<file path="config.mk">
export PLATFORM = sky130hd
export DESIGN_NAME = sig_normalizer_flat
export DESIGN_NICKNAME = d
export VERILOG_FILES = /design/src/rtl/sig_normalizer_pkg.sv /design/src/rtl/sig_normalizer_if.sv /design/src/rtl/sig_normalizer.sv /design/src/flat_wrapper.sv
export SDC_FILE = /design/constraint.sdc
export NUM_CORES = 1
export LEC_CHECK = 0
export ABC_AREA = 1
export CORE_MARGIN = 4
export CORE_UTILIZATION = 40
export CTS_BUF_LIST = sky130_fd_sc_hd__clkbuf_16
export DETAILED_ROUTE_END_ITERATION = 7
export PLACE_DENSITY = 0.68
export SETUP_SLACK_MARGIN = 0.2
export SYNTH_ARGS = -nofsm -noshare
export SYNTH_HDL_FRONTEND = slang
export SYNTH_SLANG_ARGS = --single-unit
export TNS_END_PERCENT = 30
</file>
<file path="constraint.sdc">
create_clock -name clk -period 4 [get_ports clk]
set_clock_uncertainty 0.15 [all_clocks]
set_input_delay 0.4 -clock clk [delete_from_list [all_inputs] [get_ports clk]]
set_output_delay 0.4 -clock clk [all_outputs]
set_load 0.01 [all_outputs]
</file>
<file path="src/rtl/sig_normalizer_pkg.sv">
// Shared FMA datapath definitions used by the post-add normalization stage.
package sig_normalizer_pkg;

    localparam int SIG_W_DEF = 24;
    localparam int EXP_W_DEF = 8;

    localparam logic [EXP_W_DEF-1:0] EXP_MAX = '1;

    typedef enum logic [1:0] {
        IDLE,
        CHECK,
        SHIFT,
        DONE
    } norm_state_t;

    typedef struct packed {
        logic zero;
        logic underflow;
        logic overflow;
    } norm_flags_t;

endpackage

</file>
<file path="src/rtl/sig_normalizer_if.sv">
// Handshake bundle between the add/subtract stage, the normalizer and its consumer.
interface sig_normalizer_if
    import sig_normalizer_pkg::*;
#(
    parameter int SIG_W = SIG_W_DEF,
    parameter int EXP_W = EXP_W_DEF
);
    logic             in_valid;
    logic             in_ready;
    logic             in_sign;
    logic [EXP_W-1:0] in_exp;
    logic [SIG_W:0]   in_sig;

    logic             out_valid;
    logic             out_ready;
    logic             out_sign;
    logic [EXP_W-1:0] out_exp;
    logic [SIG_W-1:0] out_sig;
    logic             out_zero;
    logic             out_underflow;
    logic             out_overflow;

    modport master (
        output in_valid, in_sign, in_exp, in_sig, out_ready,
        input  in_ready, out_valid, out_sign, out_exp, out_sig,
               out_zero, out_underflow, out_overflow
    );

    modport slave (
        input  in_valid, in_sign, in_exp, in_sig, out_ready,
        output in_ready, out_valid, out_sign, out_exp, out_sig,
               out_zero, out_underflow, out_overflow
    );

endinterface

</file>
<file path="src/rtl/sig_normalizer.sv">
// Post-add normalizer: handles carry-out, then left-shifts one bit per cycle
// until the hidden bit is set, saturating/clamping the exponent at the edges.
module sig_normalizer
    import sig_normalizer_pkg::*;
#(
    parameter int SIG_W = SIG_W_DEF,
    parameter int EXP_W = EXP_W_DEF
) (
    input logic             clk,
    input logic             rst,
    sig_normalizer_if.slave bus
);

    localparam logic [EXP_W-1:0] EXP_ALL1 = '1;
    localparam logic [EXP_W-1:0] EXP_ONE  = EXP_W'(1);

    norm_state_t      state_q, state_d;
    norm_flags_t      flags_q, flags_d;
    logic             sign_q, sign_d;
    logic [EXP_W-1:0] exp_q, exp_d;
    logic [SIG_W:0]   sig_q, sig_d;

    always_comb begin
        state_d = state_q;
        flags_d = flags_q;
        sign_d  = sign_q;
        exp_d   = exp_q;
        sig_d   = sig_q;

        case (state_q)
            IDLE: begin
                if (bus.in_valid) begin
                    sign_d  = bus.in_sign;
                    exp_d   = bus.in_exp;
                    sig_d   = bus.in_sig;
                    flags_d = '0;
                    state_d = CHECK;
                end
            end
            CHECK: begin
                state_d = DONE;
                if (sig_q == '0) begin
                    flags_d.zero = 1'b1;
                    exp_d        = '0;
                end else if (sig_q[SIG_W]) begin
                    // Saturate rather than wrap when the increment would reach all-ones.
                    if (exp_q >= EXP_ALL1 - EXP_ONE) begin
                        exp_d            = EXP_ALL1;
                        sig_d            = '0;
                        flags_d.overflow = 1'b1;
                    end else begin
                        exp_d = exp_q + EXP_ONE;
                        sig_d = sig_q >> 1;
                    end
                end else if (sig_q[SIG_W-1]) begin
                    state_d = DONE;
                end else if (exp_q <= EXP_ONE) begin
                    exp_d             = '0;
                    flags_d.underflow = 1'b1;
                end else begin
                    state_d = SHIFT;
                end
            end
            SHIFT: begin
                sig_d = {sig_q[SIG_W-1:0], 1'b0};
                exp_d = exp_q - EXP_ONE;
                if (sig_d[SIG_W-1]) begin
                    state_d = DONE;
                end else if (exp_d == EXP_ONE) begin
                    exp_d             = '0;
                    flags_d.underflow = 1'b1;
                    state_d           = DONE;
                end
            end
            DONE: begin
                if (bus.out_ready) begin
                    flags_d = '0;
                    state_d = IDLE;
                end
            end
            default: state_d = IDLE;
        endcase
    end

    always_ff @(posedge clk) begin
        if (rst) begin
            state_q <= IDLE;
            flags_q <= '0;
        end else begin
            state_q <= state_d;
            flags_q <= flags_d;
        end
    end

    // Datapath registers carry no reset; outputs are gated by out_valid instead.
    always_ff @(posedge clk) begin
        sign_q <= sign_d;
        exp_q  <= exp_d;
        sig_q  <= sig_d;
    end

    assign bus.in_ready      = (state_q == IDLE);
    assign bus.out_valid     = (state_q == DONE);
    assign bus.out_sign      = bus.out_valid ? sign_q : 1'b0;
    assign bus.out_exp       = bus.out_valid ? exp_q : '0;
    assign bus.out_sig       = bus.out_valid ? sig_q[SIG_W-1:0] : '0;
    assign bus.out_zero      = bus.out_valid & flags_q.zero;
    assign bus.out_underflow = bus.out_valid & flags_q.underflow;
    assign bus.out_overflow  = bus.out_valid & flags_q.overflow;

endmodule

</file>
<file path="src/flat_wrapper.sv">
// flat-port wrapper written by rule: the top's interface ports become plain ports
module sig_normalizer_flat import sig_normalizer_pkg::*;
#(
    parameter int SIG_W = SIG_W_DEF,
    parameter int EXP_W = EXP_W_DEF
)
  (clk, rst, bus_in_valid, bus_in_sign, bus_in_exp, bus_in_sig, bus_out_ready, bus_in_ready, bus_out_valid, bus_out_sign, bus_out_exp, bus_out_sig, bus_out_zero, bus_out_underflow, bus_out_overflow);
  sig_normalizer_if #(.SIG_W(SIG_W), .EXP_W(EXP_W)) bus_i ();
  input logic clk;
  input logic rst;
  input wire logic [$bits(bus_i.in_valid)-1:0] bus_in_valid;
  input wire logic [$bits(bus_i.in_sign)-1:0] bus_in_sign;
  input wire logic [$bits(bus_i.in_exp)-1:0] bus_in_exp;
  input wire logic [$bits(bus_i.in_sig)-1:0] bus_in_sig;
  input wire logic [$bits(bus_i.out_ready)-1:0] bus_out_ready;
  output wire logic [$bits(bus_i.in_ready)-1:0] bus_in_ready;
  output wire logic [$bits(bus_i.out_valid)-1:0] bus_out_valid;
  output wire logic [$bits(bus_i.out_sign)-1:0] bus_out_sign;
  output wire logic [$bits(bus_i.out_exp)-1:0] bus_out_exp;
  output wire logic [$bits(bus_i.out_sig)-1:0] bus_out_sig;
  output wire logic [$bits(bus_i.out_zero)-1:0] bus_out_zero;
  output wire logic [$bits(bus_i.out_underflow)-1:0] bus_out_underflow;
  output wire logic [$bits(bus_i.out_overflow)-1:0] bus_out_overflow;
  assign bus_i.in_valid = bus_in_valid;
  assign bus_i.in_sign = bus_in_sign;
  assign bus_i.in_exp = bus_in_exp;
  assign bus_i.in_sig = bus_in_sig;
  assign bus_i.out_ready = bus_out_ready;
  assign bus_in_ready = bus_i.in_ready;
  assign bus_out_valid = bus_i.out_valid;
  assign bus_out_sign = bus_i.out_sign;
  assign bus_out_exp = bus_i.out_exp;
  assign bus_out_sig = bus_i.out_sig;
  assign bus_out_zero = bus_i.out_zero;
  assign bus_out_underflow = bus_i.out_underflow;
  assign bus_out_overflow = bus_i.out_overflow;
  sig_normalizer #(.SIG_W(SIG_W), .EXP_W(EXP_W)) u_core (.clk(clk), .rst(rst), .bus(bus_i));
endmodule
</file>
==> flow_metrics.tcl <==
set metrics [dict create \
    antenna_found_initial 0 \
    grtUsageTotal_pct 18.6 \
    core_area_um2 6910 \
    slew_headroom_pct 47.0 \
    vias 2839 \
    ff2ff_path_depth 6 \
    start_util_pct 41.8 \
    synth_common_cells "nand2_1, inv_1, nor2_1, a21oi_1, edfxtp_1" \
    route.detailed.drc 0 \
    worst-path-stages 6 \
    drive_gt1_share_pct 6.80 \
    clk-insertion-delay-late_ns 0.28 \
    syn2layout_area_growth_pct 32.7 \
    synthArstFlopShare_pct 0 \
    postRouteAntennaNets 0 \
    yosys-top-cells-area "edfxtp_1, nand2_1, a21oi_1" \
    avgSynthCellArea_um2 6.95 \
    cp_data_required_time_ns 3.88 \
    crit_path_end_kind "flop" \
    wl_met3_um 436 \
    cp.arrival_ns 2.63 \
    cts_max_level 2 \
    root_buffer "clkbuf_16" \
    die_w_um 93.0 \
    fmax_ghz 0.363 \
    routed.top_layer "met4" \
    grt_pass1_wl_um 13000 \
    power_density_nw_per_um2 784 \
    rsz0062_at_grt "false" \
    crit_family "buffers and inverters" \
    critPathMaxFanout 39 \
    clock-sinks 39 \
    worstHoldPathType "flop to flop" \
    final-hold-violation-count 0 \
    worst-path-buf-inv 3 \
    drt_iter0_markers 139 \
    nFillCells 698 \
    crit_top_cell "a21oi_1" \
    leakagePower_nw 1.78 \
    gp_congestion 0.847 \
    status "finished, final reports clean" \
    diodes 0 \
    synth-seq-cells 39 \
    critical-path-max-stage-delay_ns 0.70 \
    drt_first_pass_iters 4 \
    finalSetupViolCount 0 \
    slowest_stage "clkinv_1" \
    yosysMostFrequentCell "nand2_1" \
    worst_pin_slew_ns 0.792 \
    cts_setup_buffers 0 \
    netlist_instances 416 \
    grt-ovfl-total 0 \
    synth_ff_type "edfxtp_1" \
    synthDistinctLibCells 34 \
    vdd_drop_max_mv 0.332 \
    synth_top_area_share_pct 35.3 \
    period_needed_ns 2.75 \
    holdPathStages 2 \
    clockBufferDepth 2 \
    ios 76 \
    cp-start-kind "flop" \
    cts_buffers 5 \
    syn-cell-area_um2 2890 \
    grt_max_degree 40 \
    die_area_um2 8650 \
    synth_area_leader_cell "edfxtp_1" \
    synth_edf_count 34 \
    viasPerCell 4.89 \
    io_buffers 75 \
    grt_pass1_vias 2802 \
    slew_viol_final 0 \
    clkSlewWorstSetupHoldPaths_ns 0.05 \
    fin_crit_sh_pct 68.9 \
    rows 30 \
    met1Wirelength_um 3590 \
    power_w 0.00301 \
    path_cells "inv_1 -> ha_1 -> buf_4 -> clkinv_1 -> a21oi_1 -> a21oi_1" \
    fin_tns_setup_ns 0 \
    dp_hpwl_um 5570 \
    synth_seq_area_share_pct 38.8 \
    wl_per_cell_um 13.5 \
    fin_nets 533 \
    synth_nets 464 \
    hold_buffers 0 \
    drt-total-wl_um 7850 \
    yosysWarningCount 0 \
    wl_met2_um 3740 \
    cts_resized 0 \
    cts_tree "done" \
    criticalPathCategory "flop to flop" \
    max-cap-violations 0 \
    die_h_um 93.0 \
]
==> layout make-up <==
cell class	count	area [µm²]	share of cell area [%]
Multi-Input combinational cell	292	1420	37.1
Sequential cell	39	1120	29.2
Timing Repair Buffer	79	781	20.4
Inverter	68	255	6.66
Clock buffer	5	125	3.26
Tap cell	96	120	3.13
Clock inverter	2	8.76	0.228
==> layout by cell type (no fill, tap or decap), types with 3 or more instances in the layout <==
cell type | synthesis | final
nor3_1 | 4 | 3
nand4_1 | 3 | 3
nor2_2 | 3 | 3
dfxtp_1 | 5 | 5
xor2_1 | 4 | 4
inv_2 | 4 | 4
nand2_1 | 110 | 110
inv_1 | 63 | 63
a21oi_1 | 49 | 49
edfxtp_1 | 34 | 34
nor2_1 | 57 | 57
a31oi_1 | 3 | 3
nand3_1 | 16 | 16
nor2_4 | 3 | 3
o21ai_1 | 7 | 7
buf_4 | 1 | 4
clkdlybuf4s50_1 | 0 | 75
o21ai_0 | 6 | 6
nand2_2 | 4 | 4
ha_1 | 10 | 10
clkbuf_16 | 0 | 5
==> layer usage <==
metal,vias up,global-route usage [%]
met5,-,0
met4,0,5.37
met3,6,3.54
met2,94,31.1
met1,1292,24.7
li1,1447,-
==> worst reg2reg max path, cell delays in order, from the launching register on <==
cell and delay [ns]:
dfxtp_1 0.39, inv_1 0.11, ha_1 0.30, buf_4 0.38
clkinv_1 0.72, a21oi_1 0.35, a21oi_1 0.10
==> path summary, 6_finish.rpt <==
check / startpoint / endpoint / slack, ns
worst min register to register: u_core.flags_q[0] / u_core.flags_q[0] / 0.34
worst max register to register: u_core.state_q[0] / u_core.sig_q[20] / 1.25
worst max-delay path: u_core.state_q[0] / u_core.sig_q[20] / 1.25
worst min-delay path: u_core.flags_q[0] / u_core.flags_q[0] / 0.34
==> registers in the layout, summed over array words and instances, names as in the netlist <==
signal          cells
u_core.exp_q        8
u_core.flags_q      3
u_core.sig_q       25
u_core.sign_q       1
u_core.state_q      2
==> through the flow <==
step | util, % | std cells | setup WS (ns) | hold slack [ns] | area, µm²
5_1_grt | 55.5 | 581 | 1.00 | 0.382 | 3830
6_report | 55.5 | 581 | 1.25 | 0.339 | 3830
4_1_cts | 55.5 | 581 | 1.23 | 0.337 | 3830
2_1_floorplan | - | 416 | 0.731 | 0.294 | 2890
3_5_place_dp | 53.6 | 574 | 1.25 | 0.324 | 3700
3_3_place_gp | 53.6 | 574 | 1.34 | 0.326 | 3700
==> cells by family (layout without fill, tap and decap cells) <==
family,after synthesis,count (layout),synth area share [%]
flip-flops,39,39,38.8
AND/OR/NAND/NOR,208,208,30.7
AO/OA/AOI/OAI,70,70,12.9
adder cells (fa/ha/maj),10,10,4.33
XOR/XNOR,4,4,1.21
buffers and inverters,85,154,12.1
==> report_power, final <==
group / leakage, nW / switching (W) / internal, W / total, W
clock network: 0.0671 / 0.000146 / 0.000224 / 0.000370
logic: 1.34 / 0.000990 / 0.000573 / 0.00156
registers: 0.382 / 0.000270 / 0.000804 / 0.00107
total: 1.78 / 0.00141 / 0.00160 / 0.00301
(Power assumes the default switching activity.)
